$ cat src/rtl/norm_arb.sv
// Two-requester normalizer: arbitrates into a shared 64-bit leading-zero count and shift.
// Macro NORM_ARB_RR_EN selects round-robin arbitration; otherwise requester 0 has fixed priority. EXP_W must be >= 7.

module norm_arb_lzc64 (
  input  logic [63:0] din,
  output logic [6:0]  cnt
);
  // The highest set bit is visited last, so it sets the final count; all-zero input gives 64.
  always_comb begin
    cnt = 7'd64;
    for (int i = 0; i < 64; i++) begin
      if (din[i]) cnt = 7'(63 - i);
    end
  end
endmodule

module norm_arb #(
  parameter int EXP_W = 11,
  parameter int TAG_W = 4
) (
  input  logic             clk,
  input  logic             rst,
  input  logic             in0_valid,
  output logic             in0_ready,
  input  logic [63:0]      in0_mant,
  input  logic [EXP_W-1:0] in0_exp,
  input  logic [TAG_W-1:0] in0_tag,
  input  logic             in1_valid,
  output logic             in1_ready,
  input  logic [63:0]      in1_mant,
  input  logic [EXP_W-1:0] in1_exp,
  input  logic [TAG_W-1:0] in1_tag,
  output logic             out_valid,
  input  logic             out_ready,
  output logic [63:0]      out_mant,
  output logic [EXP_W-1:0] out_exp,
  output logic [TAG_W-1:0] out_tag,
  output logic             out_src,
  output logic             out_zero,
  output logic             out_uf
);

  logic             a_valid_q, a_valid_d;
  logic [63:0]      a_mant_q, a_mant_d;
  logic [EXP_W-1:0] a_exp_q, a_exp_d;
  logic [TAG_W-1:0] a_tag_q, a_tag_d;
  logic             a_src_q, a_src_d;

  logic             b_valid_q, b_valid_d;
  logic [63:0]      b_mant_q, b_mant_d;
  logic [EXP_W-1:0] b_exp_q, b_exp_d;
  logic [TAG_W-1:0] b_tag_q, b_tag_d;
  logic             b_src_q, b_src_d;
  logic             b_zero_q, b_zero_d;
  logic             b_uf_q, b_uf_d;

  logic       adv_b, adv_a, gnt1, fire;
  logic [6:0] lz_cnt;
  logic       c_lt_e;

  assign adv_b = ~b_valid_q | out_ready;
  assign adv_a = adv_b | ~a_valid_q;

`ifdef NORM_ARB_RR_EN
  logic last_q, last_d;
  // last_q holds the most recently granted requester; the other one wins a tie.
  assign gnt1   = in1_valid & (~in0_valid | ~last_q);
  assign last_d = fire ? gnt1 : last_q;
`else
  assign gnt1 = in1_valid & ~in0_valid;
`endif

  assign in0_ready = adv_a & ~rst & ~gnt1;
  assign in1_ready = adv_a & ~rst & gnt1;
  assign fire      = (in0_valid & in0_ready) | (in1_valid & in1_ready);

  always_comb begin
    a_valid_d = a_valid_q;
    a_mant_d  = a_mant_q;
    a_exp_d   = a_exp_q;
    a_tag_d   = a_tag_q;
    a_src_d   = a_src_q;
    if (adv_a) a_valid_d = fire;
    if (fire) begin
      a_mant_d = gnt1 ? in1_mant : in0_mant;
      a_exp_d  = gnt1 ? in1_exp  : in0_exp;
      a_tag_d  = gnt1 ? in1_tag  : in0_tag;
      a_src_d  = gnt1;
    end
  end

  norm_arb_lzc64 u_lzc (
    .din (a_mant_q),
    .cnt (lz_cnt)
  );

  assign c_lt_e = EXP_W'(lz_cnt) < a_exp_q;

  always_comb begin
    b_valid_d = b_valid_q;
    b_mant_d  = b_mant_q;
    b_exp_d   = b_exp_q;
    b_tag_d   = b_tag_q;
    b_src_d   = b_src_q;
    b_zero_d  = b_zero_q;
    b_uf_d    = b_uf_q;
    if (adv_b) b_valid_d = a_valid_q;
    if (adv_b && a_valid_q) begin
      b_tag_d = a_tag_q;
      b_src_d = a_src_q;
      if (lz_cnt[6]) begin
        b_mant_d = '0;
        b_exp_d  = '0;
        b_zero_d = 1'b1;
        b_uf_d   = 1'b0;
      end else if (c_lt_e) begin
        b_mant_d = a_mant_q << lz_cnt[5:0];
        b_exp_d  = a_exp_q - EXP_W'(lz_cnt);
        b_zero_d = 1'b0;
        b_uf_d   = 1'b0;
      end else begin
        // Exponent runs out first: shift only as far as it allows (exp <= 63 here).
        b_mant_d = a_mant_q << a_exp_q[5:0];
        b_exp_d  = '0;
        b_zero_d = 1'b0;
        b_uf_d   = 1'b1;
      end
    end
  end

  always_ff @(posedge clk) begin
    if (rst) begin
      a_valid_q <= 1'b0;
      a_mant_q  <= '0;
      a_exp_q   <= '0;
      a_tag_q   <= '0;
      a_src_q   <= 1'b0;
      b_valid_q <= 1'b0;
      b_mant_q  <= '0;
      b_exp_q   <= '0;
      b_tag_q   <= '0;
      b_src_q   <= 1'b0;
      b_zero_q  <= 1'b0;
      b_uf_q    <= 1'b0;
`ifdef NORM_ARB_RR_EN
      last_q    <= 1'b1;
`endif
    end else begin
      a_valid_q <= a_valid_d;
      a_mant_q  <= a_mant_d;
      a_exp_q   <= a_exp_d;
      a_tag_q   <= a_tag_d;
      a_src_q   <= a_src_d;
      b_valid_q <= b_valid_d;
      b_mant_q  <= b_mant_d;
      b_exp_q   <= b_exp_d;
      b_tag_q   <= b_tag_d;
      b_src_q   <= b_src_d;
      b_zero_q  <= b_zero_d;
      b_uf_q    <= b_uf_d;
`ifdef NORM_ARB_RR_EN
      last_q    <= last_d;
`endif
    end
  end

  assign out_valid = b_valid_q & ~rst;
  assign out_mant  = b_mant_q;
  assign out_exp   = b_exp_q;
  assign out_tag   = b_tag_q;
  assign out_src   = b_src_q;
  assign out_zero  = b_zero_q;
  assign out_uf    = b_uf_q;

endmodule

$ cat config.mk
export PLATFORM = sky130hd
export DESIGN_NAME = norm_arb
export DESIGN_NICKNAME = d
export VERILOG_FILES = /design/src/rtl/norm_arb.sv
export SDC_FILE = /design/constraint.sdc
export NUM_CORES = 1
export LEC_CHECK = 0
export BUFFER_PORTS_ARGS = -buffer_cell sky130_fd_sc_hd__buf_2
export CAP_MARGIN = 10
export CORE_UTILIZATION = 53
export CTS_BUF_LIST = sky130_fd_sc_hd__clkbuf_8
export CTS_CLUSTER_DIAMETER = 200
export DETAILED_ROUTE_END_ITERATION = 16
export MAX_ROUTING_LAYER = met4
export PLACE_DENSITY = 0.83
export SLEW_MARGIN = 10
export SYNTH_ARGS = -nofsm -noshare
export SYNTH_HDL_FRONTEND = slang
export SYNTH_SLANG_ARGS = --single-unit
$ cat constraint.sdc
create_clock -name clk -period 5.4 [get_ports clk]
set_input_delay 0 -clock clk [delete_from_list [all_inputs] [get_ports clk]]
set_output_delay 0 -clock clk [all_outputs]
set_load 0.02 [all_outputs]
==> results.yml, run 1 <==
synthesis:
  synth_largest_area_cell: "dfxtp_1"
  ys.flop_type: "dfxtp_1"
  async_flop_share_pct: 0
  synthTopCellsByCount: "nand2_1, nor2_1, dfxtp_1"
  synth_top_family_by_area: "compound AO/OA/AOI/OAI gates"
  syn_inst: 1774
  synth-simple-area-share_pct: 25.5
  synth_most_common_cell: "nand2_1"
  netlist.area_leader.share_pct: 25.3
  ys_top_cells_by_area: "dfxtp_1, nand2_1, mux2i_1, a311oi_1, nor2_1"
  syn_avg_cell_area_um2: 7.30
  synth_xor_xnor_area_share_pct: 0.473
  seq_area_frac_synth_pct: 25.3
  muxShareOfSynthArea_pct: 12.2
  synth_compound_gate_area_share_pct: 29.4
  synthesis.area_um2: 13000
  synth_warnings: 0
  ys_ff_latch: 164
  synth_edf_count: 0
  synthAdderAreaFrac_pct: 0.831
  synth.distinct_cells: 80
  synth_nets: 1945
grt:
  grt_max_degree: 93
  grtUsageTotal_pct: 77.8
  grt_overflow: 10
clocking:
  htreeDepth: 4
  cts.sinks: 164
  cts_setup_buffers: 0
  root_buffer: "clkbuf_8"
  cts_buffers: 17
  clockBufferDepth: 2
place:
  pre_cts_slack_ps: -125
  place.detailed.hpwl_um: 43800
  io_buffers: 247
  placedCellCount: 2484
  gp_congestion: 1.06
status:
  outcome: "stopped before the end"
  firstError: "[ERROR GRT-0232] Routing congestion too high. Check the congestion heatmap in the GUI."
  haltStage: "global routing"
floorplanning:
  die_width_um: 158
  ios: 248
  rows: 56
  start_util_pct: 54.5
  dieHeight_um: 158
[per-layer routing]
layer | overflow | GRT usage [%]
met1 | 0 | 79.2
met2 | 4 | 90.9
met3 | 1 | 58.3
met4 | 5 | 78.3
met5 | - | -
[metrics by stage]
step                      cell area (um2)  util (%)  TNS, ps
after CTS                           18600      78.2        0
after detailed placement            16500      69.4     -994
after global placement              16500      69.4     -263
after floorplan                     13000         -        0
[repair_timing]
action,CTS
setup endpoints to repair,30
hold buffers,162
gates resized for setup,14
endpoints found under the hold margin,83
pin swaps,1
[cell families after synthesis]
kind of cell             after synthesis
AND/OR/NAND/NOR                      736
AO/OA/AOI/OAI                        515
flip-flops                           164
buffers and inverters                199
multiplexers                         145
adder cells (fa/ha/maj)                8
XOR/XNOR                               7
==> inputs of run 2 (changes only) <==
--- a/config.mk
+++ b/config.mk
@@ -7,12 +7,9 @@
 export LEC_CHECK = 0
 export BUFFER_PORTS_ARGS = -buffer_cell sky130_fd_sc_hd__buf_2
 export CAP_MARGIN = 10
-export CORE_UTILIZATION = 53
-export CTS_BUF_LIST = sky130_fd_sc_hd__clkbuf_8
-export CTS_CLUSTER_DIAMETER = 200
+export CORE_UTILIZATION = 40
 export DETAILED_ROUTE_END_ITERATION = 16
-export MAX_ROUTING_LAYER = met4
-export PLACE_DENSITY = 0.83
+export PLACE_DENSITY_LB_ADDON = 0.15
 export SLEW_MARGIN = 10
 export SYNTH_ARGS = -nofsm -noshare
 export SYNTH_HDL_FRONTEND = slang
==> constraint.sdc (replaced) <==
create_clock -name clk -period 7 [get_ports clk]
set_input_delay 0 -clock clk [delete_from_list [all_inputs] [get_ports clk]]
set_output_delay 0 -clock clk [all_outputs]
set_load 0.02 [all_outputs]
==> run 2 against run 1 <==
  * The flow now finishes without violations
  * Synthesized cell count stayed put
  * Area after synthesis unchanged
==> results.yml, run 2 <==
hold_path:
  hold_start: "in0_valid"
  hold_path.class: "in2reg"
grt:
  use_met2_pct: 55.8
  antenna_found_initial: 0
  grt_max_degree: 96
  grt_pass1_vias: 14800
  use_met3_pct: 4.79
  grt_overflow: 0
  gr-usage-met1_pct: 46.6
  grt_pass1_wl_um: 88600
  grtUsageTotal_pct: 34.7
  grt-busiest-layer: "met2"
synthesis:
  synth-simple-area-share_pct: 25.5
  ys_top_cells_by_area: "dfxtp_1, nand2_1, mux2i_1, a311oi_1, nor2_1"
  netlist.area_leader.share_pct: 25.3
  synth_most_common_cell: "nand2_1"
  async_flop_share_pct: 0
  ys_ff_latch: 164
  synthTopCellsByCount: "nand2_1, nor2_1, dfxtp_1"
  synthesis.area_um2: 13000
  synth_nets: 1945
  synth_warnings: 0
  synth_edf_count: 0
  synth_compound_gate_area_share_pct: 29.4
  synth_top_family_by_area: "compound AO/OA/AOI/OAI gates"
  muxShareOfSynthArea_pct: 12.2
  synthAdderAreaFrac_pct: 0.831
  syn_inst: 1774
  syn_avg_cell_area_um2: 7.30
  synth.distinct_cells: 80
  ys.flop_type: "dfxtp_1"
  seq_area_frac_synth_pct: 25.3
  synth_largest_area_cell: "dfxtp_1"
  synth_xor_xnor_area_share_pct: 0.473
timing:
  fin_skew_ps: 21.3
  layout_min_cycle_time_ps: 6510
  worstMarginPinSlew_ps: 1100
  fin_setup_tns_ps: 0
  hold_viol: 0
  drv_slew: 0
  final.period_utilization_pct: 93.1
  grt_setup_unrepaired: "no"
  finalSetupViolCount: 0
  maxClockFrequency_mhz: 154
  maxSlewHeadroom_pct: 26.4
power_and_ir_drop:
  power_leakage_nw: 7.07
  peakVddDrop_uv: 205
  p_int_w: 0.00255
  clockPowerShare_pct: 19.5
  p_seq_share_pct: 24.3
  power_w: 0.00489
  combPwrFrac_pct: 56.2
  swShare_pct: 47.9
  power_density_nw_per_um2: 291
  switching_power_w: 0.00234
floorplanning:
  die_area_um2: 33100
  die_width_um: 182
  rows: 65
  ios: 248
  start_util_pct: 40.8
  coreArea_um2: 31700
  dieHeight_um: 182
detailed_routing:
  via_per_inst: 6.21
  drt-total-wl_um: 57800
  num_vias: 15600
  remaining_drc_errors: 0
  drt_iter0_drc: 1720
  wire_per_inst_um: 23.0
  dr.pass1.iters: 6
  ant_nets: 0
clocking:
  cts_tree: "yes"
  clkTransAtPathRegs_ps: 80
  clk_latency_ps: 470
  cts.sinks: 164
  clockBufferDepth: 2
  root_buffer: "clkbuf_16"
  ctsResizeCount: 0
  cts_buffers: 17
  htreeDepth: 4
cells_and_area:
  drive_gt1_share_pct: 19.5
  fillers: 3085
  instances_no_fill: 2510
  fin_nets: 2266
  layout_commonest_cell: "nand2_1"
  syn_to_final_growth_pct: 29.9
  layout_common_cells: "nand2_1, buf_2, nor2_1, dlygate4sd3_1, dfxtp_1"
  num_antenna_cells: 0
  final_util_pct: 53.0
setup_path:
  crit_path_start: "a_mant_q[54]$_SDFFE_PP0P_"
  r2r-start: "a_mant_q[54]$_SDFFE_PP0P_"
  worstPathMaxFanout: 55
  cp-start-kind: "flip-flop"
  worstPathArrival_ps: 6910
  setup.worst_path.end_class: "flip-flop"
  critPathRequiredTime_ps: 7400
  path_class: "reg2reg"
status:
  outcome: "completed"
place:
  placedCellCount: 2313
  gp_congestion: 0.975
  place.detailed.hpwl_um: 41900
  io_buffers: 247
job:
  max-cap-violations: 0
run 2: cell counts after synthesis:
No cell type changed its count.
run 2: power groups by stage:
stage / Combinational, W / Clock (W) / Sequential [W]
after floorplan: 0.00157 / 0 / 0.00123
after global placement: 0.00260 / 0 / 0.00120
after detailed placement: 0.00257 / 0 / 0.00121
after CTS: 0.00267 / 0.000970 / 0.00118
after global routing: 0.00289 / 0.00100 / 0.00120
final: 0.00275 / 0.000955 / 0.00119
run 2: worst max-delay path, cell delays in order (launching register included):
cell	delay [ps]
dfxtp_1	380
or4_4	590
nor3_1	250
a21oi_1	160
or4_1	540
nor2_8	150
inv_2	140
ha_1	340
nor2b_1	180
o31a_1	180
o31a_1	250
o21a_2	500
buf_12	320
and2_1	230
a211oi_1	220
mux4_2	570
a222oi_1	980
a221o_1	260
a21oi_1	50
nor3_2	110
run 2: cells by family after synthesis:
kind of cell    after synthesis
xor+xnor                      7
flops                       164
fa+ha+maj                     8
buf+inv                     199
compound gates              515
mux                         145
simple gates                736
run 2: metrics by stage:
| stage | area (um2) | hold slack (ps) | worst slack, ps |
|---|---|---|---|
| final | 16800 | 59.3 | 486 |
| after global routing | 16800 | 102 | 358 |
| after CTS | 16800 | 48.6 | 632 |
| after detailed placement | 14600 | 271 | 639 |
| after global placement | 14600 | 268 | 589 |
| after floorplan | 13000 | 159 | 1680 |
run 2: final timing paths:
check                              end  slack, ps  depth (start not counted)
max          out_mant[40]$_SDFFE_PP0P_        490                         19
max reg2reg  out_mant[40]$_SDFFE_PP0P_        490                         19
min reg2reg  out_mant[28]$_SDFFE_PP0P_        440                          2
min               a_src_q$_SDFFE_PP0P_         60                          3
run 2: layer usage:
layer  part of all wire (%)  up-vias
met5                      0        -
met4                    3.7        0
met3                    7.7      116
met2                     45      848
met1                     43     7364
li1                       -     7257
run 2: timing repair:
item	4_1_cts	5_1_grt
hold buffers	165	0
setup buffers	0	0
endpoints found under the setup margin	0	0
endpoints found under the hold margin	96	0
run 2: area by class of cell:
cell class	instances	area (um2)	share of cell area [%]
multi-input cells	1411	8930	53.1
inverters	21	78.8	0.468
well taps	402	503	2.99
repair buffers	480	3460	20.6
clock inverters	14	140	0.833
clock buffers	18	429	2.55
flip-flops and latches	164	3280	19.5
No activity file was read; power rests on OpenSTA's default activity.
==> inputs of run 3 (changes only) <==
--- a/config.mk
+++ b/config.mk
@@ -7,6 +7,8 @@
 export LEC_CHECK = 0
 export BUFFER_PORTS_ARGS = -buffer_cell sky130_fd_sc_hd__buf_2
 export CAP_MARGIN = 10
+export CELL_PAD_IN_SITES_DETAIL_PLACEMENT = 0
+export CELL_PAD_IN_SITES_GLOBAL_PLACEMENT = 1
 export CORE_UTILIZATION = 40
 export DETAILED_ROUTE_END_ITERATION = 16
 export PLACE_DENSITY_LB_ADDON = 0.15
==> run 3 against run 2 <==
  * Worst hold slack improved by 130 ps
  * Combinational power barely moved
  * Worst setup slack improved by 140 ps
  * Via count fell by 0.42%
  * Critical path depth did not move
  * Cell count rose by 0.24%
  * Non-clock buffer count rose by 6
  * First-iteration DRC count fell by 3.8%
  * Clock power rose by 9.9%
  * Global-route usage rose by 0.30 points
  * Critical endpoint is now out_mant[61]$_SDFFE_PP0P_
==> results.yml, run 3 (synthesis gave the netlist of run 2 again) <==
setup_path:
  path_class: "reg2reg"
  setup.worst_path.end_class: "flip-flop"
  cp-start-kind: "flip-flop"
  path_cells: "nor4_1 > o311ai_0 > o21a_1 > nor2_8 > inv_2 > ha_1 > nor2b_1 > o31a_1 > o31a_1 > o21a_2 > buf_4 > mux2i_4 > buf_4 > nand2_1 > or3b_1 > o211ai_1 > o221ai_1 > a22oi_1 > a41oi_1"
  r2r_cells: 19
  r2r-start: "a_mant_q[26]$_SDFFE_PP0P_"
  worstPathArrival_ps: 6680
  critPathRequiredTime_ps: 7310
  worstPathMaxFanout: 15
  r2r_end: "out_mant[61]$_SDFFE_PP0P_"
  crit_path_start: "a_mant_q[26]$_SDFFE_PP0P_"
  slowest_delay_ps: 830
  crit_slowest_cell: "nor4_1"
  reg2reg_setup_slack_ps: 630
hold_path:
  hold_end: "a_src_q$_SDFFE_PP0P_"
  hold_start: "in0_valid"
  whs_path_depth: 3
  hold_path.class: "in2reg"
floorplanning:
  dieHeight_um: 182
  die_width_um: 182
  coreArea_um2: 31700
  ios: 248
  rows: 65
  die_area_um2: 33100
  start_util_pct: 40.8
timing:
  drv_slew: 0
  finalSetupViolCount: 0
  fin_setup_tns_ps: 0
  final.period_utilization_pct: 91.0
  layout_min_cycle_time_ps: 6370
  hold_viol: 0
  fin_skew_ps: 17.3
  grt_setup_unrepaired: "no"
  maxClockFrequency_mhz: 157
  maxSlewHeadroom_pct: 29.3
  worstMarginPinSlew_ps: 1060
grt:
  grt_overflow: 0
  grt_pass1_vias: 14800
  grtUsageTotal_pct: 35.0
  grt_pass1_wl_um: 89300
  antenna_found_initial: 1
  grt_max_degree: 93
place:
  io_buffers: 247
  gp_congestion: 0.986
  place.detailed.hpwl_um: 43800
clocking:
  cts_setup_buffers: 0
  clockBufferDepth: 2
  clkTransAtPathRegs_ps: 80
  cts_buffers: 17
  clk_latency_ps: 460
  htreeDepth: 4
  cts_tree: "yes"
  cts.sinks: 164
  root_buffer: "clkbuf_16"
status:
  outcome: "completed"
cells_and_area:
  layout_commonest_cell: "nand2_1"
  num_antenna_cells: 0
  layout_common_cells: "nand2_1, buf_2, nor2_1, dlygate4sd3_1, dfxtp_1"
  syn_to_final_growth_pct: 30.5
  fin_nets: 2272
  fillers: 3132
  drive_gt1_share_pct: 19.9
job:
  max-cap-violations: 0
detailed_routing:
  drt_iter0_drc: 1655
  num_vias: 15500
  dr.pass1.iters: 6
  via_per_inst: 6.17
  remaining_drc_errors: 0
  ant_nets: 0
  drt-total-wl_um: 58400
  wire_per_inst_um: 23.2
power_and_ir_drop:
  power_leakage_nw: 7.12
  power_w: 0.00497
  peakVddDrop_uv: 225
  power_density_nw_per_um2: 294
-- run 3: what timing repair did --
item,CTS,global route
resized for setup,0,0
hold buffers,164,0
hold endpoints to repair,83,0
-- run 3: cell type report --
| cell class | count | area, um2 | area share [%] |
|---|---|---|---|
| Clock buffer | 19 | 453 | 2.68 |
| Tap cell | 402 | 503 | 2.98 |
| Timing Repair Buffer | 486 | 3470 | 20.5 |
| Inverter | 21 | 78.8 | 0.466 |
| Clock inverter | 13 | 189 | 1.12 |
| Multi-Input combinational cell | 1411 | 8930 | 52.8 |
| Sequential cell | 164 | 3280 | 19.4 |
-- run 3: layer usage --
| metal | wire (um) | global-route usage (%) |
|---|---|---|
| met4 | 1800 | 12.4 |
| met5 | 0 | 0 |
| met2 | 26600 | 56.0 |
| met1 | 25800 | 47.7 |
| met3 | 4160 | 5.38 |
-- run 3: how the worst max path moves through the flow --
| stage | end | slack (ps) |
|---|---|---|
| finish | out_mant[61]$_SDFFE_PP0P_ | 630 |
| global route | out_mant[45]$_SDFFE_PP0P_ | 350 |
| CTS | out_mant[61]$_SDFFE_PP0P_ | 720 |
| detailed placement | out_mant[61]$_SDFFE_PP0P_ | 740 |
| global placement | out_mant[61]$_SDFFE_PP0P_ | 850 |
| floorplan | out_mant[44]$_SDFFE_PP0P_ | 1680 |
-- run 3: per-stage QoR --
step	instances	area, um2	utilization (%)	worst slack (ps)	hold slack (ps)
after detailed placement	2320	14600	46.1	744	266
after global routing	2516	16900	53.3	348	245
after floorplan	1774	13000	-	1680	159
final	2516	16900	53.3	630	190
after global placement	2320	14600	46.1	851	268
after CTS	2516	16900	53.3	725	182
-- run 3: critical path, delay by kind of cell, from the launching register on --
kind / cells / cell delay, ps
fa+ha+maj: 1 / 330
mux: 1 / 560
compound gates: 9 / 2640
flops: 1 / 400
simple gates: 5 / 1630
buf+inv: 3 / 650
-- run 3: power breakdown --
group / switching, W / internal, W / total (W)
logic: 0.00172 / 0.000997 / 0.00272
clock network: 0.000459 / 0.000595 / 0.00105
registers: 0.000145 / 0.00105 / 0.00119
